$ cat src/rtl/sync_debounce.sv
// Purpose : multi-channel input conditioner. Each channel has an N-flop synchronizer and a per-channel debounce counter.
// Latency : SYNC_STAGES edges to sync_output, plus DEBOUNCE_CYCLES edges to debounced and the rise/fall pulses.
// Backpressure: none; free-running. Every input sample is consumed on every clk edge.
//
// Ports:
//   clk          rising-edge system clock
//   reset        asynchronous, active-low reset
//   async_input  raw asynchronous channel inputs
//   sync_output  last synchronizer stage (not debounced)
//   debounced    registered debounced level per channel
//   rise_pulse   one-cycle pulse when a debounced bit goes 0->1
//   fall_pulse   one-cycle pulse when a debounced bit goes 1->0
//   any_change   OR of all rise/fall pulses, aligned with them
//   stable       high when no channel has a pending or counting difference
module sync_debounce #(
    parameter int                  NUM_BITS        = 4,
    parameter int                  SYNC_STAGES     = 2,
    parameter int                  DEBOUNCE_CYCLES = 4,
    parameter logic [NUM_BITS-1:0] RESET_VALUE     = '0
) (
    input  logic                clk,
    input  logic                reset,
    input  logic [NUM_BITS-1:0] async_input,
    output logic [NUM_BITS-1:0] sync_output,
    output logic [NUM_BITS-1:0] debounced,
    output logic [NUM_BITS-1:0] rise_pulse,
    output logic [NUM_BITS-1:0] fall_pulse,
    output logic                any_change,
    output logic                stable
);

    // The counter only has to hold 0..DEBOUNCE_CYCLES-1. It is kept at least one bit wide.
    localparam int CW = ($clog2(DEBOUNCE_CYCLES + 1) < 1) ? 1 : $clog2(DEBOUNCE_CYCLES + 1);
    localparam logic [CW-1:0] CNT_LAST = CW'(DEBOUNCE_CYCLES - 1);

    logic [NUM_BITS-1:0] r_sync [SYNC_STAGES];
    logic [NUM_BITS-1:0] r_deb;
    logic [NUM_BITS-1:0] r_rise;
    logic [NUM_BITS-1:0] r_fall;
    logic                r_any;
    logic [CW-1:0]       r_cnt [NUM_BITS];

    logic [NUM_BITS-1:0] w_sync_last;
    logic [NUM_BITS-1:0] w_diff;
    logic [NUM_BITS-1:0] w_flip;
    logic [CW-1:0]       w_cnt_nxt [NUM_BITS];
    logic                w_cnt_zero;

    // Synchronizer chain. Pure flop-to-flop, so metastability has whole cycles to resolve.
    always_ff @(posedge clk or negedge reset) begin
        if (!reset) begin
            for (int s = 0; s < SYNC_STAGES; s++) begin
                r_sync[s] <= RESET_VALUE;
            end
        end else begin
            r_sync[0] <= async_input;
            for (int s = 1; s < SYNC_STAGES; s++) begin
                r_sync[s] <= r_sync[s-1];
            end
        end
    end

    assign w_sync_last = r_sync[SYNC_STAGES-1];
    assign w_diff      = w_sync_last ^ r_deb;

    // A channel flips only when it has already counted DEBOUNCE_CYCLES-1 differing
    // cycles and still differs. Any agreement clears the count, so a bounce restarts it.
    always_comb begin
        w_flip = '0;
        for (int i = 0; i < NUM_BITS; i++) begin
            w_cnt_nxt[i] = '0;
            if (w_diff[i]) begin
                if (r_cnt[i] == CNT_LAST) begin
                    w_flip[i] = 1'b1;
                end else begin
                    w_cnt_nxt[i] = r_cnt[i] + CW'(1);
                end
            end
        end
    end

    always_ff @(posedge clk or negedge reset) begin
        if (!reset) begin
            r_deb  <= RESET_VALUE;
            r_rise <= '0;
            r_fall <= '0;
            r_any  <= 1'b0;
            for (int i = 0; i < NUM_BITS; i++) begin
                r_cnt[i] <= '0;
            end
        end else begin
            r_deb  <= r_deb ^ w_flip;
            // The pulses come from the same flip that updates r_deb, so they line up with the new level.
            r_rise <= w_flip & w_sync_last;
            r_fall <= w_flip & ~w_sync_last;
            r_any  <= |w_flip;
            for (int i = 0; i < NUM_BITS; i++) begin
                r_cnt[i] <= w_cnt_nxt[i];
            end
        end
    end

    always_comb begin
        w_cnt_zero = 1'b1;
        for (int i = 0; i < NUM_BITS; i++) begin
            if (r_cnt[i] != '0) begin
                w_cnt_zero = 1'b0;
            end
        end
    end

    assign sync_output = w_sync_last;
    assign debounced   = r_deb;
    assign rise_pulse  = r_rise;
    assign fall_pulse  = r_fall;
    assign any_change  = r_any;
    assign stable      = w_cnt_zero && (w_sync_last == r_deb);

endmodule

$ cat config.mk
export PLATFORM = sky130hd
export DESIGN_NAME = sync_debounce
export DESIGN_NICKNAME = d
export VERILOG_FILES = /design/src/rtl/sync_debounce.sv
export SDC_FILE = /design/constraint.sdc
export NUM_CORES = 1
export LEC_CHECK = 0
export BUFFER_PORTS_ARGS = -buffer_cell sky130_fd_sc_hd__buf_2
export CAP_MARGIN = 30
export CORE_MARGIN = 1.5
export CORE_UTILIZATION = 30
export DETAILED_ROUTE_END_ITERATION = 10
export SLEW_MARGIN = 30
export SYNTH_ARGS = -nofsm -noshare
export SYNTH_HDL_FRONTEND = slang
export SYNTH_SLANG_ARGS = --single-unit
export TNS_END_PERCENT = 10
$ cat constraint.sdc
create_clock -name clk -period 1.4 [get_ports clk]
set_clock_uncertainty 0.15 [all_clocks]
set_input_delay 0.28 -clock clk [delete_from_list [all_inputs] [get_ports clk]]
set_output_delay 0.28 -clock clk [all_outputs]
set_load 0.005 [all_outputs]
==> impl_metrics.yaml <==
run_status:
  status: "finished, violations left"
  violations: "negative setup slack"
final_layout:
  finish.utilization: 0.437
  diodes: 0
  synthToLayoutAreaGrowth_pct: 36.7
  drive_gt1_frac: 0.422
  final_nets: 160
drt:
  drt_iter0_drc: 34
  antenna_left: 0
  routed_wl_um: 2200
  vias: 858
  drc: 0
  wl_per_cell_um: 11.1
  viasPerCell: 4.36
  drt-pass1-iter-count: 4
timing:
  rsz0062_at_grt: "yes"
  hold_viol: 0
  setup_viol: 1
  layout_setup_ws_ns: -0.358
  slew_headroom: 0.725
  min_period_over_period: 1.26
  fin_setup_tns_ns: -0.358
  tightestPinTransition_ns: 0.413
  fmax_ghz: 0.569
  maxSlewViolCount: 0
  period_needed_ns: 1.76
yosys:
  ys.warnings.count: 0
  syn_inst: 98
  synth_fa_ha_area_frac: 0.0761
  synth_top_area_share: 0.628
  synth_cell_types: 19
  syn_area_um2: 1320
  yosys.area.top_type: "dfrtp_1"
  ys_top_cells_by_area: "dfrtp_1 (63%), ha_1 (7.6%), nor3b_1 (6.9%)"
  synth-simple-area-share: 0.157
  synth-compound-area-share: 0.0124
  ys_seq_area_frac: 0.628
  synth_top_family_by_area: "simple AND/OR/NAND/NOR gates"
  syn_nets: 112
  avgSynthCellArea_um2: 13.4
  ys_ff_latch: 33
  synthXorXnorAreaFrac: 0.0438
  synth_mux_area_frac: 0.0343
placement:
  io_buffers: 23
  hpwl_um: 1590
  gp_congestion: 0.705
  place_ws_ns: -0.0965
worst_setup_path:
  start_kind: "flop"
  worst_ep_required_time_ns: 0.97
  crit_fanout: 5
  critPathKind: "flop to primary output"
  arrival_ns: 1.33
  end_kind: "primary output"
power:
  ir_drop_uv: 486
  p_leak_nw: 0.900
  power_w: 0.00306
  power_density_nw_per_um2: 1700
clock_network:
  cts_tree: "done"
  cts.clk_slew.worst_paths_ns: 0.06
  htree_levels: 2
  clkLatencyLatePin_ns: 0.28
  cts_root_buf: "clkbuf_8"
  cts_buffers: 5
  cts_buffer_depth: 2
  clock_sink_count: 33
global_route:
  gr-usage-all-layers: 0.101
  grt_pass1_wl_um: 3810
  antenna_found_initial: 0
  grt_max_degree: 34
  grt_pass1_vias: 886
  overflow: 0
min_path:
  hold_class: "flop to flop"
floorplanning:
  die_w_um: 69.2
  dieArea_um2: 4790
  start_util: 0.320
  pin_count: 24
  die_height_um: 69.2
  coreArea_um2: 4120
  num_rows: 23
flow_run:
  cap_violations: 0
[per-stage QoR]
stage | cells | hold WS (ns) | cell area, µm²
3_3_place_gp | 184 | 0.170 | 1590
4_1_cts | 197 | 0.201 | 1750
3_5_place_dp | 184 | 0.179 | 1590
2_1_floorplan | 98 | -0.166 | 1320
5_1_grt | 197 | 0.208 | 1800
6_report | 197 | 0.198 | 1800
[synth_stat cells (all sizes together)]
cell type	number
a311o	1
and2b	3
and3	2
buf	4
dfrtp	33
ha	8
inv	9
mux2	4
nand2	4
nand2b	3
nand3	2
nand4b	1
nor2	6
nor3	1
nor3b	12
o22ai	1
xnor2	3
xor2	1
[worst max-delay path, cell delays in order, from the launching register on]
cell,delay [ns]
dfrtp_1,0.39
xor2_1,0.20
nand4b_1,0.20
nor3_2,0.13
buf_2,0.13
[layer usage]
metal	share of wire	up-vias	global-route usage
met5	0	-	0
met2	0.51	17	0.177
li1	-	415	-
met1	0.42	419	0.106
met4	0.029	0	0.0654
met3	0.041	7	0.0276
[path summary, 6_finish.rpt]
check | from | to | slack [ns] | depth (start not counted)
worst max-delay path | sync_output[3] | stable | -0.36 | 4
worst min-delay path | r_sync[7] | sync_output[3] | 0.20 | 0
worst max register to register | r_cnt[6] | any_change | 0.02 | 4
worst min register to register | r_sync[7] | sync_output[3] | 0.20 | 0
max in group asynchronous | reset | r_sync[6] | 0.40 | 3
min in group asynchronous | reset | sync_output[0] | 0.40 | 3
[where the power goes]
group,switching (W),internal [W]
sequential,0.000127,0.00115
combinational,0.000462,0.000656
clock,0.000321,0.000344
[layout make-up]
cell class              count  area (µm²)
clock inverters             2        10.0
inverters                   9        33.8
well taps                  50        62.6
clock buffers               6        72.6
repair buffers             45         333
multi-input cells          52         460
flip-flops and latches     33         826
fillers                   389        2320
[cells in the final DEF, fill, tap and decap left out, types with 2 or more instances in the layout]
cell type / count
and3_1: 2
xnor2_2: 3
and2b_1: 2
inv_1: 8
ha_2: 2
dlygate4sd3_1: 5
buf_4: 13
nor2_1: 6
clkbuf_8: 5
ha_1: 5
dfrtp_1: 33
nand2_1: 4
nor3b_1: 12
buf_6: 8
clkinv_2: 2
buf_2: 19
mux2_2: 4
nand2b_1: 2
[timing repair]
item	in CTS	in global routing
buffers inserted	0	0
pin swaps	0	0
hold endpoints to repair	37	0
resized for setup	7	9
endpoints found under the setup margin	2	8
hold buffers	5	0
[kinds of logic (layout without fill, tap and decap cells)]
group / Yosys count / count (layout)
and+or+nand+nor: 34 / 34
AOI/OAI and AO/OA: 2 / 2
DFF: 33 / 33
xor gates and xnor gates: 4 / 4
adders and majority gates: 8 / 8
buffers and inverters: 13 / 62
muxes: 4 / 4
Note: power is estimated with default switching activity, not from simulation.
